===== src/rtl/imem_loader_pkg.sv =====
// Shared definitions for the instruction-memory program loader.
// The checksum is the DATA_W-bit wrapping sum of all program words.
package imem_loader_pkg;

    localparam int ADDR_W_DEF = 10;
    localparam int DATA_W_DEF = 10;
    localparam int CNT_W_DEF  = 11;

    typedef enum logic [1:0] {
        ST_IDLE  = 2'd0,
        ST_LOAD  = 2'd1,
        ST_CHECK = 2'd2,
        ST_DONE  = 2'd3
    } ld_state_t;

endpackage


===== src/rtl/imem_loader_if.sv =====
// Stream input and instruction-memory write port of the loader.
// slave = loader side, master = stream source / memory side.
interface imem_loader_if #(
    parameter int ADDR_W = imem_loader_pkg::ADDR_W_DEF,
    parameter int DATA_W = imem_loader_pkg::DATA_W_DEF
) ();
    logic              in_valid;
    logic [DATA_W-1:0] in_data;
    logic              in_ready;
    logic              mem_we;
    logic [ADDR_W-1:0] mem_addr;
    logic [DATA_W-1:0] mem_wdata;

    modport slave  (input  in_valid, in_data,
                    output in_ready, mem_we, mem_addr, mem_wdata);
    modport master (output in_valid, in_data,
                    input  in_ready, mem_we, mem_addr, mem_wdata);
endinterface


===== src/rtl/imem_checksum_acc.sv =====
// Wrapping accumulator for the program checksum; clear has priority over enable.
module imem_checksum_acc #(
    parameter int W = imem_loader_pkg::DATA_W_DEF
) (
    input  logic         clk,
    input  logic         reset,
    input  logic         i_clear,
    input  logic         i_en,
    input  logic [W-1:0] i_data,
    output logic [W-1:0] o_sum
);
    logic [W-1:0] r_sum;

    always_ff @(posedge clk) begin
        if (!reset)       r_sum <= '0;
        else if (i_clear) r_sum <= '0;
        else if (i_en)    r_sum <= r_sum + i_data;
    end

    assign o_sum = r_sum;
endmodule


===== src/rtl/imem_loader.sv =====
// Streams program words into instruction memory from a base address, verifies
// the trailing checksum and keeps the CPU in reset until a clean load ends.
module imem_loader
    import imem_loader_pkg::*;
#(
    parameter int ADDR_W = ADDR_W_DEF,
    parameter int DATA_W = DATA_W_DEF,
    parameter int CNT_W  = CNT_W_DEF
) (
    input  logic              clk,
    input  logic              reset,
    input  logic              start,
    input  logic [ADDR_W-1:0] base_addr,
    input  logic [CNT_W-1:0]  word_count,
    imem_loader_if.slave      bus,
    output logic              cpu_hold,
    output logic              busy,
    output logic              done,
    output logic              error
);
    ld_state_t         r_state, w_next;
    logic              w_ready;
    logic              w_start;
    logic              w_load_hs;
    logic              w_chk_hs;
    logic [DATA_W-1:0] w_sum;

    logic [ADDR_W-1:0] r_addr_ptr;
    logic [CNT_W-1:0]  r_remaining;
    logic              r_mem_we;
    logic [ADDR_W-1:0] r_mem_addr;
    logic [DATA_W-1:0] r_mem_wdata;
    logic              r_error;
    logic              r_cpu_hold;

    assign w_start   = (r_state == ST_IDLE) && start;
    assign w_load_hs = (r_state == ST_LOAD) && bus.in_valid;
    assign w_chk_hs  = (r_state == ST_CHECK) && bus.in_valid;

    always_ff @(posedge clk) begin
        if (!reset) r_state <= ST_IDLE;
        else        r_state <= w_next;
    end

    // in_ready is decoded from state alone so the source never sees a
    // combinational path back from its own valid.
    always_comb begin
        w_next  = r_state;
        w_ready = 1'b0;
        case (r_state)
            ST_IDLE: begin
                if (start) w_next = (word_count != '0) ? ST_LOAD : ST_CHECK;
            end
            ST_LOAD: begin
                w_ready = 1'b1;
                if (bus.in_valid && (r_remaining == CNT_W'(1))) w_next = ST_CHECK;
            end
            ST_CHECK: begin
                w_ready = 1'b1;
                if (bus.in_valid) w_next = ST_DONE;
            end
            ST_DONE: begin
                w_next = ST_IDLE;
            end
            default: w_next = ST_IDLE;
        endcase
    end

    always_ff @(posedge clk) begin
        if (!reset) begin
            r_addr_ptr  <= '0;
            r_remaining <= '0;
            r_mem_we    <= 1'b0;
            r_mem_addr  <= '0;
            r_mem_wdata <= '0;
            r_error     <= 1'b0;
            r_cpu_hold  <= 1'b1;
        end else begin
            r_mem_we <= w_load_hs;
            if (w_start) begin
                r_addr_ptr  <= base_addr;
                r_remaining <= word_count;
                r_error     <= 1'b0;
                r_cpu_hold  <= 1'b1;
            end
            if (w_load_hs) begin
                r_mem_addr  <= r_addr_ptr;
                r_mem_wdata <= bus.in_data;
                r_addr_ptr  <= r_addr_ptr + 1'b1;
                r_remaining <= r_remaining - 1'b1;
            end
            if (w_chk_hs) r_error <= (bus.in_data != w_sum);
            // A failed load leaves the CPU held until a later load succeeds.
            if (r_state == ST_DONE) r_cpu_hold <= r_error;
        end
    end

    imem_checksum_acc #(.W(DATA_W)) u_acc (
        .clk    (clk),
        .reset  (reset),
        .i_clear(w_start),
        .i_en   (w_load_hs),
        .i_data (bus.in_data),
        .o_sum  (w_sum)
    );

    assign bus.in_ready  = w_ready;
    assign bus.mem_we    = r_mem_we;
    assign bus.mem_addr  = r_mem_addr;
    assign bus.mem_wdata = r_mem_wdata;
    assign cpu_hold      = r_cpu_hold;
    assign busy          = (r_state == ST_LOAD) || (r_state == ST_CHECK);
    assign done          = (r_state == ST_DONE);
    assign error         = r_error;
endmodule


===== src/flat_wrapper.sv =====
// flat-port wrapper written by rule: the top's interface ports become plain ports
module imem_loader_flat import imem_loader_pkg::*;
#(
    parameter int ADDR_W = ADDR_W_DEF,
    parameter int DATA_W = DATA_W_DEF,
    parameter int CNT_W  = CNT_W_DEF
)
  (clk, reset, start, base_addr, word_count, cpu_hold, busy, done, error, bus_in_valid, bus_in_data, bus_in_ready, bus_mem_we, bus_mem_addr, bus_mem_wdata);
  imem_loader_if #(.ADDR_W(ADDR_W), .DATA_W(DATA_W)) bus_i ();
  input  logic clk;
  input  logic reset;
  input  logic start;
  input  logic [ADDR_W-1:0] base_addr;
  input  logic [CNT_W-1:0] word_count;
  output logic cpu_hold;
  output logic busy;
  output logic done;
  output logic error;
  input wire logic [$bits(bus_i.in_valid)-1:0] bus_in_valid;
  input wire logic [$bits(bus_i.in_data)-1:0] bus_in_data;
  output wire logic [$bits(bus_i.in_ready)-1:0] bus_in_ready;
  output wire logic [$bits(bus_i.mem_we)-1:0] bus_mem_we;
  output wire logic [$bits(bus_i.mem_addr)-1:0] bus_mem_addr;
  output wire logic [$bits(bus_i.mem_wdata)-1:0] bus_mem_wdata;
  assign bus_i.in_valid = bus_in_valid;
  assign bus_i.in_data = bus_in_data;
  assign bus_in_ready = bus_i.in_ready;
  assign bus_mem_we = bus_i.mem_we;
  assign bus_mem_addr = bus_i.mem_addr;
  assign bus_mem_wdata = bus_i.mem_wdata;
  imem_loader #(.ADDR_W(ADDR_W), .DATA_W(DATA_W), .CNT_W(CNT_W)) u_core (.clk(clk), .reset(reset), .start(start), .base_addr(base_addr), .word_count(word_count), .bus(bus_i), .cpu_hold(cpu_hold), .busy(busy), .done(done), .error(error));
endmodule

===== config.mk =====
export PLATFORM = sky130hd
export DESIGN_NAME = imem_loader_flat
export DESIGN_NICKNAME = d
export VERILOG_FILES = /design/src/rtl/imem_loader_pkg.sv /design/src/rtl/imem_loader_if.sv /design/src/rtl/imem_checksum_acc.sv /design/src/rtl/imem_loader.sv /design/src/flat_wrapper.sv
export SDC_FILE = /design/constraint.sdc
export NUM_CORES = 1
export LEC_CHECK = 0
export BUFFER_PORTS_ARGS = -buffer_cell sky130_fd_sc_hd__buf_2
export CORE_UTILIZATION = 51
export DETAILED_ROUTE_END_ITERATION = 7
export HOLD_SLACK_MARGIN = 0.02
export PLACE_DENSITY = 0.81
export SYNTH_ARGS = -nofsm -noshare
export SYNTH_HDL_FRONTEND = slang
export SYNTH_SLANG_ARGS = --single-unit

===== constraint.sdc =====
create_clock -name clk -period 5.05 [get_ports clk]
set_clock_uncertainty 0.15 [all_clocks]
set_input_delay 0.2525 -clock clk [delete_from_list [all_inputs] [get_ports clk]]
set_output_delay 0.2525 -clock clk [all_outputs]
set_load 0.005 [all_outputs]

Word level (Yosys, flattened, before mapping)
Index checks and enable logic that the tools add are counted.

$add $sub $neg: 3. Equality and inequality tests: 8. Multiplexer cells: 14. Bitwise logic cells: 1. Reduce and logical (&&, ||, !) cells: 13.

Operators by type and width (count): $mux 11 (2); $mux 10 (2); $eq 11x1->1 const B (1); $reduce_bool 11->1 (1); $sub 11x1->11 const B (1); $add 10x1->10 const B (1); $add 10x10->10 (1); $ne 10x10->1 (1); $mux 2 (4); $pmux 2 s4 (1); $ne 2x2->1 const B (3); $reduce_bool 2->1 (3); $mux 1 (5); $eq 2x2->1 const B (2); $logic_and 1x1->1 (4); $reduce_or 2->1 (2); $reduce_and 3->1 (1); $eq 2x1->1 const B (1); $logic_not 2->1 (1); $logic_or 1x1->1 (1); $not 1->1 (1).

Register bits after elaboration: 56.

Longest topological paths before layout
Gate-level depths: netlist of run 1.

Depth in word-level cells: 4. Depth in mapped cells: 9. Gate-level depth less buffers: 8.

Modules after synthesis
From an unflattened synthesis of run 1, not the netlist that was laid out.

Cell total of the unflattened synthesis: 379. Area, all modules: 3143.0 um2.

Modules (own cells, without submodules): imem_loader (instances 1, cells an instance 276, area an instance 2278.4 um2, sequential area each 920.9 um2); imem_checksum_acc (instances 1, cells an instance 103, area an instance 864.6 um2, sequential area each 200.2 um2).

Worst setup path before layout of run 1
No wires, ideal clock.

Path type: register to register. From: register u_core.u_acc.r_sum[0], in the netlist u_core.u_acc.o_sum[0]. To: register u_core.u_acc.r_sum[8], in the netlist u_core.u_acc.o_sum[8]. Data arrival time: 1.552 ns. Required time: 4.775 ns. Slack: 3.223 ns. Cell stages (with the launch flop): 9. Path buffers: 0. Period minus slack after synthesis: 1.827 ns. Path through: dfxtp_1 ha_1 inv_1 fa_1 nor2b_1 o21ai_1 a211oi_1 or3_1 nand3_1.

Longest elaborated chain between the ends: 1.

RTL lines: start, declared (line imem_checksum_acc.sv:12) `logic [W-1:0] r_sum;`; start signal, assigned (line imem_checksum_acc.sv:17) `else if (i_en) r_sum <= r_sum + i_data;`; $add 10x10->10 (line imem_checksum_acc.sv:17).

No other way between the ends. A chain may end at the register's enable or synchronous reset.

Worst setup path after layout of run 1
From: register u_core.r_state[1]. To: register u_core.r_remaining[5].

Longest elaborated chain between the ends: 3. Elaborated cells between the ends (all ways): 6. Those cells by class: 1 x eq/ne; 1 x mux; 4 x reduce/logical.

RTL lines: start, declared (line imem_loader.sv:21) `ld_state_t r_state, w_next;`; start signal, assigned (line imem_loader.sv:42) `else r_state <= w_next;`; $eq 2x1->1 or $logic_not 2->1 (tied branches) (line imem_loader.sv:37, imem_loader.sv:36); $logic_and 1x1->1 (on tied branches) (line imem_loader.sv:37, imem_loader.sv:36); $mux 11 or $reduce_bool 2->1 (tied branches); end signal, assigned (line imem_loader.sv:82) `r_remaining <= word_count;`; end signal, assigned (line imem_loader.sv:90) `r_remaining <= r_remaining - 1'b1;`; end, declared (line imem_loader.sv:29) `logic [CNT_W-1:0] r_remaining;`.

Several ways; a longest one is shown, not always the timed one.

==> results.cfg, run 1 <==
[status]
outcome = finished clean

[worst_setup_path]
cp.required_ns = 5.05
critPathCaptureType = flop
crit_path_start = u_core.r_state[1]
reg2reg_slack_ns = 2.46
crit_path_max_fanout = 27
crit_type = reg2reg
regToRegStartpoint = u_core.r_state[1]
timing.rr.end = u_core.r_remaining[5]
crit_path_start_kind = flop
cp_data_arrival_time_ns = 2.59
crit_end = u_core.r_remaining[5]
r2r_cells = 6

[drt]
drt.antenna.violating_nets = 0
first_pass_iters = 7
wl_met1_um = 3280
wl_per_cell_um = 14.5
drtIter0Drc = 215
via_per_inst = 5.93
vias = 2971
drcViolationCount = 0
maxUsedRoutingLayer = met4
wl_um = 7290
wl_met3_um = 443
met2_length_um = 3450

[yosys]
postSynth.asyncResetShare_pct = 0
syn_area_mm2 = 0.00298
yosys_warnings = 0
ys_seq_area_share_pct = 37.6
syn_avg_cell_area_um2 = 7.91
synthesis.instances = 377
yosys.cell_types.count = 52
synth-main-ff-cell = dfxtp_1
ys_seq_elements = 56
synth_edf_count = 0
syn_nets = 429

[pwr]
internal_power_uw = 870
swShare_pct = 39.0
vdd_drop_max_mv = 0.233
power_density_mw_per_mm2 = 417
p_switching_uw = 557
clockPowerShare_pct = 21.2
p_leak_uw = 0.00140
p_comb_share_pct = 36.7
seq_power_share_pct = 42.2

[sta]
rsz0062_at_grt = no
timing.final.crit_share_pct = 51.2
totalNegativeSetupSlack_ns = 0
setup-violations-final = 0
hold_viol = 0
setup_slack_ns = 2.46
tightest_slew_ns = 1.03
min_period_ns = 2.59
worst_hold_slack_ns = 0.0218
maxSlewViolCount = 0
max-slew-margin-rel_pct = 31.1
max_freq_mhz = 387

[layout]
syn2layout_area_growth_pct = 14.8
fin_nets = 480
final_area_mm2 = 0.00342
finalNonFillerCells = 501
drive_gt1_share_pct = 18.6
num_antenna_cells = 0

[place]
gp_congestion = 0.906
port_buffers = 60
place_area_mm2 = 0.00330
dp_cells = 492
post-place-ws_ns = 2.55
post-dp-hpwl_um = 5250

[grt]
grt_max_degree = 28
grt_pass1_vias = 2637
grt_pass1_wl_um = 11800
antenna_found_initial = 0
grt_usage_pct = 23.8
grt_overflow = 0

[clock_tree]
clkSlewWorstSetupHoldPaths_ns = 0.11
cts_resized = 0
cts-root-buf = clkbuf_8
h-tree-depth = 2
cts_tree = built
clk_path_buf_depth = 2
cts_made_buffers = 5
cts.sinks = 56
postCtsSetupBuffers = 0
clock_latency_ns = 0.32

[floorplan]
die-height_um = 78.5
row_count = 27
core_mm2 = 0.00557
initial_core_util_pct = 53.5
ios = 61
die_w_um = 78.5
dieArea_mm2 = 0.00616

[hold_path]
hp-class = in2reg

[run]
maxCapViolCount = 0
## worst max-delay path, stage by stage, from the launching register on
cell and delay, ns:
dfxtp_1 0.40, inv_1 0.08, ha_1 0.22, nand2_1 0.70
nand3_1 0.49, o21ai_0 0.30, a311oi_1 0.07
## timing repair
| item | in CTS | in global routing |
|---|---|---|
| endpoints found under the hold margin | 1 | 0 |
| setup endpoints to repair | 0 | 0 |
| hold buffers | 1 | 0 |
## cells in the final DEF (no fill, tap or decap), types with 5 or more instances in the layout
master,count
nand2_1,61
buf_2,60
dfxtp_1,56
a21oi_1,54
nor2_1,23
o21ai_0,19
nand3_1,18
ha_1,16
inv_1,12
nor3_1,10
a311oi_1,8
a211oi_1,8
nor4_1,7
and3_1,5
clkbuf_8,5
## cell type report
cell class	instances	area (um^2)
Timing Repair Buffer	64	333
Clock buffer	5	68.8
Inverter	12	45.0
Multi-Input combinational cell	289	1720
Sequential cell	56	1120
Fill cell	502	2150
Clock inverter	3	47.5
Tap cell	72	90.1
## power by group through the flow
stage          clock network [uW]  logic, uW  registers, uW
2_1_floorplan                   0        404            589
3_3_place_gp                    0        502            603
3_5_place_dp                    0        515            608
4_1_cts                       307        519            598
5_1_grt                       324        590            611
6_report                      302        524            602
## sequential cells by signal (all words and copies together), names as in the netlist
signal                flops
u_core.r_addr_ptr        10
u_core.error              1
u_core.u_acc.o_sum       10
u_core.bus.mem_addr      10
u_core.r_state            2
u_core.bus.mem_we         1
u_core.bus.mem_wdata     10
u_core.cpu_hold           1
u_core.r_remaining       11
## Yosys cell counts (4+ instances only)
cell type | count | area, um^2
dfxtp_1 | 56 | 1120
nand3_1 | 18 | 90.1
inv_1 | 12 | 45.0
ha_1 | 16 | 200
a311oi_1 | 8 | 70.1
nor3_1 | 10 | 50.1
o21ai_1 | 4 | 20.0
and3_1 | 5 | 31.3
buf_2 | 10 | 50.1
or3_1 | 4 | 25.0
a221oi_1 | 4 | 35.0
a21oi_1 | 54 | 270
nor4_1 | 7 | 43.8
a211oi_1 | 8 | 60.1
nor2b_1 | 4 | 25.0
buf_1 | 4 | 15.0
nand2_1 | 61 | 229
nor2_1 | 23 | 86.3
nand4_1 | 4 | 25.0
o21ai_0 | 19 | 95.1
## how the worst min path moves through the flow
stage,from,to,slack [ns],depth (start not counted)
final,base_addr[2],u_core.r_addr_ptr[2],0.02,3
after global placement,u_core.bus.mem_addr[5],u_core.bus.mem_addr[5],0.29,2
after floorplan,bus_in_data[0],u_core.bus.mem_wdata[0],0.24,2
after detailed placement,u_core.bus.mem_addr[2],u_core.bus.mem_addr[2],0.30,2
after global routing,base_addr[2],u_core.r_addr_ptr[2],0.03,3
after CTS,base_addr[2],u_core.r_addr_ptr[2],0.02,3
## logic make-up (layout without fill, tap and decap cells)
group	count (synthesis)	count (layout)	synth area share, %
DFF	56	56	37.6
AOI/OAI and AO/OA	120	120	24.8
buffers and inverters	32	84	4.82
adders and majority gates	17	17	7.38
muxes	1	1	0.336
xor gates and xnor gates	2	2	0.587
and+or+nand+nor	149	149	24.5
## stage by stage
stage	utilization [%]	total power (uW)
6_report	61.4	1430
5_1_grt	61.4	1530
4_1_cts	61.4	1420
3_5_place_dp	59.1	1120
3_3_place_gp	59.1	1100
2_1_floorplan	-	993
## metal layers
layer / vias to the layer above / global-route usage, %
met5: - / 0
met4: 0 / 8.33
met3: 13 / 3.95
met2: 125 / 40.1
met1: 1363 / 30.7
li1: 1470 / -
No activity file was read; power rests on OpenSTA's default activity.
==> inputs of run 2 (changes only) <==
- clock period: 5.05 -> 2.5 ns (I/O delays scaled with it)
==> run 2 against run 1 <==
Compared with the run above:
- total power increased by 110%
- sequential cell count did not move
- clock-buffer cell count unchanged
- largest power group unchanged
==> results.cfg, run 2 (synthesis gave the netlist of run 1 again) <==
[floorplan]
initial_core_util_pct = 53.5
ios = 61
die-height_um = 78.5
row_count = 27
core_mm2 = 0.00557
dieArea_mm2 = 0.00616
die_w_um = 78.5

[grt]
grt_overflow = 0
grt_max_degree = 32
grt_usage_pct = 26.2
antenna_found_initial = 0
grt_pass1_vias = 2915
grt_pass1_wl_um = 13000

[layout]
top_register = u_core.r_remaining
finalNonFillerCells = 534
fin_nets = 514
largest_reg_flops = 11
syn2layout_area_growth_pct = 26.2
mostFrequentLayoutCell = nand2_1
final_cell_mix = 61 x nand2_1, 60 x buf_2, 56 x dfxtp_1
drive_gt1_share_pct = 18.2
num_antenna_cells = 0

[sta]
min_period_ns = 2.20
rsz0062_at_grt = no
setup-violations-final = 0
maxSlewViolCount = 0
tightest_slew_ns = 0.579
timing.final.crit_share_pct = 88.1
totalNegativeSetupSlack_ns = 0
max_freq_mhz = 454
hold_viol = 0
max-slew-margin-rel_pct = 61.4
worst_hold_slack_ns = 0.0406

[clock_tree]
cts_tree = built
cts-root-buf = clkbuf_8
cts_made_buffers = 5
h-tree-depth = 2
clock_latency_ns = 0.30
holdBufCountCts = 30
postCtsSetupBuffers = 0
cts_resized = 0
clk_path_buf_depth = 2
cts.sinks = 56
clkSlewWorstSetupHoldPaths_ns = 0.10

[drt]
vias = 3077
via_per_inst = 5.76
drcViolationCount = 0
wl_per_cell_um = 14.3
wl_um = 7650
first_pass_iters = 4
drtIter0Drc = 248
drt.antenna.violating_nets = 0

[place]
port_buffers = 60
dp_cells = 497
post-dp-hpwl_um = 5330
gp_congestion = 0.905

[worst_setup_path]
crit_path_start = u_core.r_state[0]
critPathCaptureType = flop
reg2reg_slack_ns = 0.30
cp_data_arrival_time_ns = 2.31
cp.required_ns = 2.60
crit_path_max_fanout = 20
crit_type = reg2reg
crit_path_start_kind = flop
regToRegStartpoint = u_core.r_state[0]

[hold_path]
worstHoldStart = word_count[5]
hp-class = in2reg

[pwr]
power_density_mw_per_mm2 = 804
vdd_drop_max_mv = 0.586
p_leak_uw = 0.00155

[run]
maxCapViolCount = 0

[status]
outcome = finished clean
==> run 2: changes by cell type in the layout (fill, tap and decap cells not counted), sizes merged <==
cell / previous run / this run
buf: 63 / 68
bufinv: 1 / 2
clkinv: 2 / 0
dlygate4sd3: 1 / 30
==> run 2: final cells by class <==
cell class / count / area [um^2]
tap: 72 / 90.1
multi-input combinational: 289 / 1720
timing repair buffer: 98 / 661
fill: 478 / 1810
clock inverter: 2 / 60.1
inverter: 12 / 45.0
clock buffer: 5 / 68.8
sequential: 56 / 1120
==> run 2: report_power, final <==
part           switching [uW]  total (uW)  internal (uW)
logic                     664        1130            470
clock network             290         684            394
registers                 167        1210           1040
total                    1120        3030           1910
==> run 2: worst max-delay path, cell delays in order (launching register included) <==
cell and delay, ns:
dfxtp_1 0.40, ha_1 0.24, and2_1 0.52, buf_4 0.35
nand3_1 0.09, or3_1 0.32, nand3_1 0.08
==> run 2: path summary, 6_finish.rpt <==
path	endpoint	depth (start not counted)
worst min register to register	u_core.bus.mem_wdata[5]	2
worst max register to register	u_core.u_acc.o_sum[6]	6
worst max-delay path	u_core.u_acc.o_sum[6]	6
worst min-delay path	u_core.r_remaining[5]	3
==> run 2: routing by layer <==
layer	track usage, %	share of wire, %	routed length, um
met3	4.42	5.7	438
met1	34.5	45	3450
met5	0	0	0
met2	43.1	48	3640
met4	9.26	1.6	124
==> run 2: per-stage QoR <==
| stage | worst slack, ns | util, % | total power [uW] | area (um^2) |
|---|---|---|---|---|
| 5_1_grt | 0.205 | 67.5 | 3230 | 3760 |
| 4_1_cts | 0.315 | 67.5 | 3020 | 3760 |
| 2_1_floorplan | 0.673 | - | 2010 | 2980 |
| 3_5_place_dp | 0.345 | 59.8 | 2300 | 3330 |
| 3_3_place_gp | 0.410 | 59.8 | 2260 | 3330 |
| 6_report | 0.298 | 67.5 | 3030 | 3760 |
==> inputs of run 3 (changes only) <==
- clock period: 2.5 -> 2.25 ns (I/O delays scaled with it)
==> run 3 against run 2 <==
Compared with the run above:
- register-to-register slack worse by 0.08 ns
- core utilization down 0.34 points
- die area unchanged
- highest routed layer unchanged
- largest power group unchanged
==> results.cfg, run 3 (synthesis gave the netlist of run 1 again) <==
[status]
outcome = finished clean

[grt]
grt_usage_pct = 26.4
use_met3_pct = 4.88
grt_overflow = 0
grt_pass1_wl_um = 13100
grt_pass1_vias = 2979
gr-usage-met2_pct = 45.7
grt_max_degree = 32
use_met1_pct = 32.1
antenna_found_initial = 0
grt_busiest_layer = met2

[layout]
num_antenna_cells = 0
utilization_pct = 67.2
drive_gt1_share_pct = 18.1
mostFrequentLayoutCell = nand2_1
largest_reg_flops = 11
top_register = u_core.r_remaining
final_cell_mix = 61 x nand2_1, 60 x buf_2, 56 x dfxtp_1
syn2layout_area_growth_pct = 25.5
fin_nets = 516

[pwr]
power_density_mw_per_mm2 = 844
p_leak_uw = 0.00154
vdd_drop_max_mv = 0.551

[clock_tree]
clk_path_buf_depth = 2
postCtsSetupBuffers = 0
clkSlewWorstSetupHoldPaths_ns = 0.10
cts-root-buf = clkbuf_8
clock_latency_ns = 0.31
cts_tree = built
cts_made_buffers = 5
h-tree-depth = 2
cts.sinks = 56

[drt]
wl_um = 7870
via_per_inst = 5.85
drcViolationCount = 0
wl_per_cell_um = 14.7
drt.antenna.violating_nets = 0
vias = 3143
drtIter0Drc = 242
first_pass_iters = 5

[floorplan]
ios = 61
dieArea_mm2 = 0.00616
row_count = 27
die-height_um = 78.5
core_mm2 = 0.00557
die_w_um = 78.5
initial_core_util_pct = 53.5

[run]
maxCapViolCount = 0

[place]
post-dp-hpwl_um = 5370
gp_congestion = 0.891
port_buffers = 60

[worst_setup_path]
crit_path_max_fanout = 4
crit_path_start_kind = input pin
cp_data_arrival_time_ns = 2.13
crit_type = in2reg
critPathCaptureType = flop
cp.required_ns = 2.30

[sta]
rsz0062_at_grt = no
setup-violations-final = 0
max_freq_mhz = 480
maxSlewViolCount = 0
min_period_ns = 2.08
tightest_slew_ns = 0.425
max-slew-margin-rel_pct = 71.6
totalNegativeSetupSlack_ns = 0
hold_viol = 0
timing.final.crit_share_pct = 92.5

[hold_path]
hp-class = in2reg
-- run 3: cell count changes in the layout (fill, tap and decap cells not counted) --
cell | before | now
dlygate4sd3_1 | 30 | 32
bufinv_16 | 2 | 0
a211oi_2 | 0 | 1
clkinv_4 | 0 | 1
clkbuf_1 | 0 | 2
a211oi_1 | 8 | 7
-- run 3: where the power goes --
group / leakage, uW / switching [uW] / internal [uW] / total (uW)
logic: 0.00104 / 749 / 524 / 1270
clock network: 0.0000424 / 320 / 223 / 543
registers: 0.000457 / 188 / 1160 / 1340
-- run 3: path summary, 6_finish.rpt --
kind                           start  slack, ns                      end  depth (start not counted)
max                   bus_in_data[0]       0.17    u_core.u_acc.o_sum[8]                         10
min                            start       0.06     u_core.r_addr_ptr[1]                          3
max reg2reg        u_core.r_state[1]       0.22     u_core.r_addr_ptr[7]                          6
min reg2reg  u_core.bus.mem_wdata[5]       0.31  u_core.bus.mem_wdata[5]                          2
-- run 3: worst max-delay path, stage by stage --
cell           delay [ns]
dlygate4sd3_1        0.52
buf_2                0.12
ha_1                 0.17
inv_1                0.06
fa_1                 0.37
nor2b_1              0.16
o21ai_1              0.13
a211oi_2             0.28
or3_1                0.15
nand3_1              0.07
-- run 3: layout make-up --
class,instances,area (um^2)
Clock inverter,1,8.76
Inverter,12,45.0
Sequential cell,56,1120
Timing Repair Buffer,100,681
Clock buffer,7,76.3
Multi-Input combinational cell,289,1720
Tap cell,72,90.1
Fill cell,475,1830
-- run 3: metal layers --
metal	vias to the layer above	share of wire, %	routed length, um
met1	1471	44	3460
li1	1541	-	-
met3	19	6.0	471
met4	0	2.0	156
met2	112	48	3780
met5	-	0	0
-- run 3: repair_timing --
item,CTS,global route
gates resized for setup,0,1
endpoints found under the hold margin,32,0
hold buffers,32,0
setup endpoints to repair,0,1
-- run 3: through the flow --
stage,power (uW),area [um^2],instances,worst slack (ns),hold WS [ns]
floorplan,2230,2980,377,0.423,0.0985
global placement,2510,3330,497,0.341,0.210
detailed placement,2570,3330,497,0.239,0.225
CTS,3150,3740,537,0.162,0.0409
global route,3370,3740,537,0.0368,0.0711
finish,3160,3740,537,0.169,0.0559
